$ cat src/rtl/memory_sp_arb_pkg.sv
// Shared types and constants for the two-requester single-port memory arbiter.
package memory_sp_arb_pkg;

    localparam int NUM_REQ = 2;

    typedef logic req_id_t;

endpackage

$ cat src/rtl/memory_if.sv
// Single-port memory connection: read_data is valid the cycle after an enabled read.
interface memory_if #(
    parameter int  ADDR_W = 1,
    parameter type data_t = logic [1:0]
);
    logic              enable;
    logic              wr_en;
    logic [ADDR_W-1:0] addr;
    data_t             write_data;
    data_t             read_data;

    modport src (output enable, output wr_en, output addr, output write_data, input read_data);
    modport mem (input enable, input wr_en, input addr, input write_data, output read_data);
endinterface

$ cat src/rtl/rr_arb2.sv
// Two-way round-robin arbiter; the last-grant pointer moves only on a completed handshake.
module rr_arb2
    import memory_sp_arb_pkg::*;
(
    input  logic               clk,
    input  logic               rst_n,
    input  logic [NUM_REQ-1:0] eligible,
    input  logic [NUM_REQ-1:0] handshake,
    output logic [NUM_REQ-1:0] grant
);
    req_id_t last_q, last_d;

    always_comb begin
        grant = eligible;
        // On a conflict the requester that did not win last time goes first.
        if (&eligible) begin
            grant = (last_q == 1'b1) ? 2'b01 : 2'b10;
        end
        last_d = last_q;
        if (|handshake) begin
            last_d = req_id_t'(handshake[1]);
        end
    end

    always_ff @(posedge clk or negedge rst_n) begin
        if (!rst_n) begin
            last_q <= 1'b1;
        end else begin
            last_q <= last_d;
        end
    end
endmodule

$ cat src/rtl/memory_sp_arb.sv
// Shares one single-port memory between two requesters with per-requester read response buffers.
module memory_sp_arb
    import memory_sp_arb_pkg::*;
#(
    parameter int  DEPTH  = 2,
    parameter type data_t = logic [1:0],
    parameter int  ADDR_W = (DEPTH > 1) ? $clog2(DEPTH) : 1
) (
    input  logic                           clk,
    input  logic                           rst_n,
    input  logic [NUM_REQ-1:0]             req_valid,
    output logic [NUM_REQ-1:0]             req_ready,
    input  logic [NUM_REQ-1:0]             req_wr_en,
    input  logic [NUM_REQ-1:0][ADDR_W-1:0] req_addr,
    input  data_t                          req_wdata [NUM_REQ],
    output logic [NUM_REQ-1:0]             rsp_valid,
    input  logic [NUM_REQ-1:0]             rsp_ready,
    output data_t                          rsp_data [NUM_REQ],
    memory_if.src                          mem_port
);
    logic               inflight_q, inflight_d;
    req_id_t            inflight_id_q, inflight_id_d;
    logic [NUM_REQ-1:0] rsp_valid_q, rsp_valid_d;
    data_t              rsp_data_q [NUM_REQ];
    data_t              rsp_data_d [NUM_REQ];

    logic [NUM_REQ-1:0] eligible;
    logic [NUM_REQ-1:0] grant;
    logic [NUM_REQ-1:0] handshake;
    req_id_t            gnt_id;

    // A read may only issue when its response slot will be free by the time data returns.
    for (genvar gi = 0; gi < NUM_REQ; gi++) begin : g_elig
        assign eligible[gi] = req_valid[gi] &
            (req_wr_en[gi] |
             (!(inflight_q && (inflight_id_q == req_id_t'(gi))) &&
              (!rsp_valid_q[gi] || rsp_ready[gi])));
    end

    rr_arb2 u_arb (
        .clk       (clk),
        .rst_n     (rst_n),
        .eligible  (eligible),
        .handshake (handshake),
        .grant     (grant)
    );

    assign req_ready = grant & {NUM_REQ{rst_n}};
    assign handshake = req_valid & req_ready;
    assign gnt_id    = req_id_t'(handshake[1]);

    always_comb begin
        mem_port.enable     = |handshake;
        mem_port.wr_en      = 1'b0;
        mem_port.addr       = '0;
        mem_port.write_data = '0;
        if (|handshake) begin
            mem_port.wr_en      = req_wr_en[gnt_id];
            mem_port.addr       = req_addr[gnt_id];
            mem_port.write_data = req_wdata[gnt_id];
        end
    end

    always_comb begin
        inflight_d    = |(handshake & ~req_wr_en);
        inflight_id_d = gnt_id;
        for (int i = 0; i < NUM_REQ; i++) begin
            rsp_valid_d[i] = rsp_valid_q[i] & ~rsp_ready[i];
            rsp_data_d[i]  = rsp_data_q[i];
            if (inflight_q && (inflight_id_q == req_id_t'(i))) begin
                rsp_valid_d[i] = 1'b1;
                rsp_data_d[i]  = mem_port.read_data;
            end
        end
    end

    always_ff @(posedge clk or negedge rst_n) begin
        if (!rst_n) begin
            inflight_q    <= 1'b0;
            inflight_id_q <= 1'b0;
            rsp_valid_q   <= '0;
            for (int i = 0; i < NUM_REQ; i++) begin
                rsp_data_q[i] <= '0;
            end
        end else begin
            inflight_q    <= inflight_d;
            inflight_id_q <= inflight_id_d;
            rsp_valid_q   <= rsp_valid_d;
            for (int i = 0; i < NUM_REQ; i++) begin
                rsp_data_q[i] <= rsp_data_d[i];
            end
        end
    end

    assign rsp_valid = rsp_valid_q;
    assign rsp_data  = rsp_data_q;
endmodule

$ cat src/flat_wrapper.sv
// flat-port wrapper written by rule: the top's interface ports become plain ports
module memory_sp_arb_flat import memory_sp_arb_pkg::*;
#(
    parameter int  DEPTH  = 2,
    parameter type data_t = logic [1:0],
    parameter int  ADDR_W = (DEPTH > 1) ? $clog2(DEPTH) : 1
)
  (clk, rst_n, req_valid, req_ready, req_wr_en, req_addr, req_wdata, rsp_valid, rsp_ready, rsp_data, mem_port_enable, mem_port_wr_en, mem_port_addr, mem_port_write_data, mem_port_read_data);
  memory_if #(.ADDR_W(ADDR_W), .data_t(data_t)) mem_port_i ();
  input  logic clk;
  input  logic rst_n;
  input  logic [NUM_REQ-1:0] req_valid;
  output logic [NUM_REQ-1:0] req_ready;
  input  logic [NUM_REQ-1:0] req_wr_en;
  input  logic [NUM_REQ-1:0][ADDR_W-1:0] req_addr;
  input  data_t req_wdata[NUM_REQ];
  output logic [NUM_REQ-1:0] rsp_valid;
  input  logic [NUM_REQ-1:0] rsp_ready;
  output data_t rsp_data[NUM_REQ];
  output wire logic [$bits(mem_port_i.enable)-1:0] mem_port_enable;
  output wire logic [$bits(mem_port_i.wr_en)-1:0] mem_port_wr_en;
  output wire logic [$bits(mem_port_i.addr)-1:0] mem_port_addr;
  output wire logic [$bits(mem_port_i.write_data)-1:0] mem_port_write_data;
  input wire logic [$bits(mem_port_i.read_data)-1:0] mem_port_read_data;
  assign mem_port_enable = mem_port_i.enable;
  assign mem_port_wr_en = mem_port_i.wr_en;
  assign mem_port_addr = mem_port_i.addr;
  assign mem_port_write_data = mem_port_i.write_data;
  assign mem_port_i.read_data = mem_port_read_data;
  memory_sp_arb #(.DEPTH(DEPTH), .data_t(data_t), .ADDR_W(ADDR_W)) u_core (.clk(clk), .rst_n(rst_n), .req_valid(req_valid), .req_ready(req_ready), .req_wr_en(req_wr_en), .req_addr(req_addr), .req_wdata(req_wdata), .rsp_valid(rsp_valid), .rsp_ready(rsp_ready), .rsp_data(rsp_data), .mem_port(mem_port_i));
endmodule
$ cat config.mk
export PLATFORM = sky130hd
export DESIGN_NAME = memory_sp_arb_flat
export DESIGN_NICKNAME = d
export VERILOG_FILES = /design/src/rtl/memory_sp_arb_pkg.sv /design/src/rtl/memory_if.sv /design/src/rtl/rr_arb2.sv /design/src/rtl/memory_sp_arb.sv /design/src/flat_wrapper.sv
export SDC_FILE = /design/constraint.sdc
export NUM_CORES = 1
export LEC_CHECK = 0
export BUFFER_PORTS_ARGS = -buffer_cell sky130_fd_sc_hd__buf_4
export CAP_MARGIN = 10
export CORE_AREA = 2 2 39 41
export DETAILED_ROUTE_END_ITERATION = 12
export DIE_AREA = 0 0 41 43
export PLACE_DENSITY = 0.67
export SLEW_MARGIN = 20
export SYNTH_ARGS = -nofsm -noshare
export SYNTH_HDL_FRONTEND = slang
export SYNTH_SLANG_ARGS = --single-unit
$ cat constraint.sdc
create_clock -name clk -period 3.85 [get_ports clk]
set_input_delay 0.77 -clock clk [delete_from_list [all_inputs] [get_ports clk]]
set_output_delay 0.77 -clock clk [all_outputs]
set_load 0.01 [all_outputs]
==> metrics.md, run 1 <==
| Metric | Value |
|---|---|
| WP data arrival | roughly 1.9 ns |
| Worst path most repeated cell | buf_4 |
| CP delay by family, top | compound AO/OA/AOI/OAI gates |
| Drt total wl | approximately 1100 um |
| # setup viols final | 0 |
| Avg WL per Cell | approximately 12 um |
| Worst setup EP type | primary output |
| Count leader, synth | dfrtp_1 |
| 1st-iter DRT viols | 11 |
| TritonCTS buffer count | 3 |
| Int Power | around 0.00023 W |
| Synth warn | 0 |
| Worst-path cell chain | buf_4 > nand2b_1 > a21o_4 > a211oi_4 > a22o_1 > buf_4 |
| Combinational fraction of design power | 0.362 |
| CP Max Fanout | 6 |
| CTS Sinks | 9 |
| CTS clk-pin slew, worst paths | around 0.060 ns |
| I/O pins | 29 |
| Sw Ratio | 0.2944 |
| Clk Tree Root Cell | clkbuf_4 |
| Slowest stage delay, CP | 0.27 ns |
| Final total power | 0.0003234 W |
| Post-CTS sizing | 0 |
| Crit Path Category | in2out |
| Sequential power share | 0.410 |
| RSZ-0062 raised after global routing | false |
| Met2 Routed Length | just under 600 um |
| Clock Skew | just over 0.007 ns |
| Die Span Y | about 43 um |
| Ys async rst share | 1.000 |
| Final hold vios | 0 |
| Slew Viols, Final | 0 |
| Critical path startpoint category | input port |
| Top layer in use | met4 |
| HP Class | in2async |
| Die area | between 1500 and 2000 um^2 |
| Register area share after synthesis | 0.4491 |
| Synth unique cells | 21 |
| Core outline area | 1384 um^2 |
| Post-route ant nets | 0 |
| Area growth syn-to-layout | 50.87% |
| Peak supply drop | about 0.23 mV |
| Area leader, netlist | dfrtp_1 |
| DR vias | roughly 480 |
| Part of the cycle the worst path needs | 0.6856 |
| Post-layout min period | roughly 2.6 ns |
| GRT overflow | 0 |
| Post-CTS setup buffer count | 0 |
| H-tree levels | 1 |
| DP HPWL | between 900 and 1000 um |
| Fillers | roughly 130 |
| DRT Pass-1 Iters | 4 |
| Vias per Instance | 5.196 |
| Hold-fix buffers, CTS | 0 |
| Crit path max-delay cell type | a211oi_4 |
| Total track usage | 0.1530 |
| Top cells by count, synth | dfrtp_1 (8), a22o_1 (5), mux2_2 (4) |
| Port buffer count | 28 |
| Critical path required time | just over 3 ns |
| Vias in the first global route | 447 |
| Syn Nets | 60 |
| EDFF count, synth | 0 |
| Max_slew headroom | 0.8102 |
| #FFs+latches synth | 9 |
| Total net switching power | approximately 0.000095 W |
| Mean Syn Cell Area | 11.46 um^2 |
| Synth Flop Type | dfrtp_1 |
| DP Worst Slack | roughly 1.2 ns |
| Fin worst setup slack | 1.210 ns |
| Rows | 14 |
| Netlist Area Pre-Place | 504.2 um^2 |
| CP bufs+invs | 2 |
| Share of cells above drive strength 1 | 0.5526 |
| DR WL met3 | 77 um |
| Met1 Wirelength | around 440 um |
| Gate count of the mapped netlist | 44 |
| Setup TNS | 0 ns |
| Outcome | complete, no violations |
| Clock power frac | 0.228 |
| Fmax | about 380 MHz |
| CTS tree | done |
| Synth top area share | 0.3970 |
| Clock buffer depth | 2 |
| Chip width | around 40 um |
| Pleak | 0.3847 nW |
| Layout Nets | slightly above 90 |
| Ranking of synthesized cells by area | dfrtp_1 (40%), mux2_2 (8.9%), a22o_1 (8.7%), dfstp_2 (5.2%), a211oi_4 (4.0%) |
| DRC viols | 0 |
| Initial antenna violation count | 0 |
| Hold WS | around 0.32 ns |
| Max_cap viols | 0 |
| Number of inserted diodes | 0 |
| Pin count of the biggest net entering global routing | 13 |
| Clk_lat worst skew | approximately 0.27 ns |
| Pwr Density | 425.1 nW/um^2 |
| Least-Margin Pin Slew | around 0.28 ns |
| Starting Density | 0.3644 |
| First-pass GRT wire length | approximately 1800 um |
| Routability cong. | approximately 0.77 |
[flip-flops by register name, summed over array words and instances (netlist names)]
| register | cells |
|---|---|
| u_core.inflight_q | 1 |
| u_core.inflight_id_q | 1 |
| u_core.rsp_valid | 2 |
| u_core.rsp_data | 4 |
| u_core.u_arb.last_q | 1 |
[per-layer routing]
metal,GRT usage,vias to the layer above
li1,-,224
met1,0.1589,222
met2,0.2375,27
met3,0.04712,5
met4,0.1200,0
met5,0,-
[stage by stage]
step           instances  instance area, um^2    util
6_report              92                760.7  0.5497
5_1_grt               92                760.7  0.5497
3_5_place_dp          88                734.5  0.5307
3_3_place_gp          88                734.5  0.5307
2_1_floorplan         44                504.2       -
4_1_cts               92                760.7  0.5497
[final timing paths]
check / start / to / slack [ns] / depth (start not counted)
setup / recovery: rsp_ready[1] / mem_port_write_data[1] / 1.21 / 6
hold / removal: rst_n / u_core.inflight_q / 0.32 / 1
setup reg to reg: u_core.inflight_q / u_core.inflight_q / 2.54 / 4
hold reg to reg: u_core.rsp_data[2] / u_core.rsp_data[2] / 0.51 / 1
max in group asynchronous: rst_n / u_core.u_arb.last_q / 3.30 / 1
min in group clk: u_core.rsp_data[2] / u_core.rsp_data[2] / 0.51 / 1
[logic make-up (layout without fill, tap and decap cells)]
| kind of cell | count (synthesis) | after routing | synth area share |
|---|---|---|---|
| compound gates | 16 | 16 | 0.2953 |
| simple gates | 14 | 14 | 0.1588 |
| flops | 9 | 9 | 0.4491 |
| mux | 4 | 4 | 0.08932 |
| buf+inv | 1 | 33 | 0.007437 |
[cell usage in the layout (no fill, tap or decap), types with 2 or more instances in the layout]
master / n
a21oi_1: 3
nor2b_1: 3
buf_4: 28
clkbuf_4: 3
mux2_2: 4
o211a_1: 2
nor2_1: 3
a22o_1: 5
nand2_1: 3
dfrtp_1: 8
[area by class of cell]
type / count / area, um^2 / share of cell area
timing repair buffer: 28 / 210.2 / 0.2763
multi-input combinational: 34 / 274.0 / 0.3602
clock buffer: 4 / 26.28 / 0.03454
sequential: 9 / 226.5 / 0.2977
inverter: 1 / 3.754 / 0.004934
tap: 16 / 20.02 / 0.02632
[power groups by stage]
stage | logic (W) | registers, W | clock network, W
floorplan | 0.0000492 | 0.000143 | 0
global placement | 0.000118 | 0.000134 | 0
detailed placement | 0.000118 | 0.000135 | 0
CTS | 0.000119 | 0.000133 | 0.0000779
global route | 0.000127 | 0.000135 | 0.0000829
finish | 0.000117 | 0.000133 | 0.0000739
Note: power is estimated with default switching activity, not from simulation.
==> inputs of run 2 (changes only) <==
- CORE_AREA: 2 2 39 41 -> not set
- CORE_MARGIN: not set -> 2
- CORE_UTILIZATION: not set -> 37
- DIE_AREA: 0 0 41 43 -> not set
- PLACE_DENSITY: 0.67 -> 0.68
- clock period: 3.85 -> 2.3 ns (I/O delays scaled with it)
==> run 2 against run 1 <==
  * Wire length shrank 2.4%
  * Register-to-register slack got worse by 1.6 ns
  * Core utilization grew 4.1 points
  * Via count rose by 2.7%
  * Critical path depth is 1 lower
  * Die area is 5.0% lower
  * Sequential power is 68% higher
  * Critical path type is now reg2out
==> metrics.md, run 2 (synthesis results as in run 1) <==
| Metric | Value |
|---|---|
| Core outline area | 1285 um^2 (-7.1%) |
| First-pass GRT wire length | 1566 um (-11%) |
| DP HPWL | 885.8 um (-4.5%) |
| Slew Viols, Final | 0 (unchanged) |
| Routability cong. | 0.7833 (+2.0%) |
| Layout Nets | 93 (unchanged) |
| Worst Reg2Reg Path Length in Cells | 4 (unchanged) |
| Port buffer count | 28 (unchanged) |
| Peak supply drop | 0.4308 mV (+86%) |
| H-tree levels | 1 (unchanged) |
| Initial antenna violation count | 0 (unchanged) |
| CTS Sinks | 9 (unchanged) |
| FF-to-FF setup slack | 0.97 ns (-1.57 ns) |
| Least-Margin Pin Slew | 0.2891 ns (+0.005049 ns) |
| Clk Tree Root Cell | clkbuf_4 |
| DRT Pass-1 Iters | 4 (unchanged) |
| Starting Density | 0.3924 (+0.02803) |
| Critical path startpoint category | flip-flop |
| DRC viols | 0 (unchanged) |
| Avg WL per Cell | 12.20 um (-1.3%) |
| Post-route ant nets | 0 (unchanged) |
| WP data arrival | 1.63 ns (-0.24 ns) |
| Die Span Y | 40.92 um (-4.8%) |
| Max_slew headroom | 0.8068 (-0.003373) |
| Pleak | 0.3847 nW (unchanged) |
| DP Worst Slack | 0.3069 ns (-0.9106 ns) |
| Largest register FFs | 4 (unchanged) |
| Worst-path cell chain | nor2b_4 > o21a_4 > o211a_1 > a22o_1 > buf_4 |
| Clock buffer depth | 2 (unchanged) |
| Crit path max-delay cell type | dfrtp_1 |
| Final hold vios | 0 (unchanged) |
| 1st-iter DRT viols | 15 (+4) |
| Critical path required time | 1.84 ns (-1.24 ns) |
| Die area | 1674 um^2 (-5.0%) |
| Number of inserted diodes | 0 (unchanged) |
| # setup viols final | 0 (unchanged) |
| Worst setup EP type | primary output |
| Part of the cycle the worst path needs | 0.9079 |
| Pin count of the biggest net entering global routing | 13 (unchanged) |
| CP Max Fanout | 5 (-1) |
| Post-layout min period | ~2.1 ns |
| Max_cap viols | 0 (unchanged) |
| Reg-to-Reg Start | u_core.inflight_q |
| Pwr Density | 706.0 nW/um^2 (+66%) |
| Post-CTS setup buffer count | 0 (unchanged) |
| HP Class | in2async |
| Crit Path Category | reg2out |
| Slowest stage delay, CP | 0.39 ns (+0.12 ns) |
| Core Util, Final | 0.5910 (+0.04131) |
| Area growth syn-to-layout | 50.62% |
| Vias per Instance | 5.396 (+3.8%) |
| Hold WS | 0.02546 ns (-0.2932 ns) |
| Leading cell types in the layout, fill and taps excluded | buf_4 (28), dfrtp_1 (8), a22o_1 (5), mux2_2 (4) |
| Rows | 13 (-1) |
| Clk_lat worst skew | 0.25 ns (-0.02 ns) |
| Chip width | 40.92 um (-0.21%) |
| Drt total wl | 1110 um (-2.4%) |
| I/O pins | 29 (unchanged) |
| Post-CTS sizing | 0 (unchanged) |
| RR Endpoint | u_core.inflight_q |
| Outcome | complete, no violations |
| Clock Skew | 0.003278 ns (-0.003942 ns) |
| Hold-fix buffers, CTS | 0 (unchanged) |
| Fmax | 478.9 MHz |
| Vias in the first global route | 406 (-9.2%) |
| RSZ-0062 raised after global routing | false |
| Commonest non-fill, non-tap cell in the layout | buf_4 |
| Setup TNS | 0 ns (unchanged) |
| Share of cells above drive strength 1 | 0.5526 (unchanged) |
| GRT overflow | 0 (unchanged) |
| DR vias | 491 (+2.7%) |
| TritonCTS buffer count | 3 (unchanged) |
| Total track usage | 0.1480 (-0.004966) |
| CTS clk-pin slew, worst paths | 0.06 ns (about the same) |
| Fin worst setup slack | 0.2117 ns (-0.9988 ns) |
| CTS tree | done |
[run 2: cell counts in the layout (fill, tap and decap cells not counted)]
Identical to the previous run, type by type.
[run 2: where the power goes]
| group | switching, W | total (W) | internal (W) |
|---|---|---|---|
| Sequential | 0.0000226 | 0.000223 | 0.000201 |
| Clock | 0.0000495 | 0.000116 | 0.0000665 |
| Combinational | 0.0000824 | 0.000197 | 0.000115 |
[run 2: cell type report]
type                    instances  area, um^2
fillers                       118       525.5
multi-input cells              34       274.0
flip-flops and latches          9       226.5
repair buffers                 28       210.2
clock buffers                   4       26.28
well taps                      15       18.77
inverters                       1       3.754
[run 2: worst max path at each step]
stage / from / end / slack (ns) / cells after the start
floorplan: rsp_ready[1] / mem_port_addr / 0.46 / 4
global placement: rsp_ready[1] / mem_port_write_data[1] / 0.30 / 6
detailed placement: rsp_ready[1] / mem_port_addr / 0.31 / 6
CTS: u_core.inflight_q / mem_port_addr / 0.19 / 5
global route: u_core.inflight_q / mem_port_write_data[0] / 0.11 / 5
finish: u_core.inflight_q / mem_port_addr / 0.21 / 5
[run 2: critical path: cells and delay by family (launching register included)]
kind	cells	cell delay (ns)
buf+inv	1	0.14
compound gates	3	0.68
simple gates	1	0.15
flops	1	0.39
[run 2: through the flow]
stage,power [W],instance area (um^2),std cells
after global placement,0.0004199,733.2,87
after detailed placement,0.0004239,733.2,87
after CTS,0.0005465,759.5,91
final,0.0005362,759.5,91
after global routing,0.0005739,759.5,91
after floorplan,0.0003211,504.2,44
[run 2: per-layer routing]
layer	global-route usage	vias up	routed length, um
met1	0.1329	242	410
met3	0.09783	0	121
li1	-	228	-
met5	0	-	0
met2	0.2734	21	577
met4	0.02500	0	0
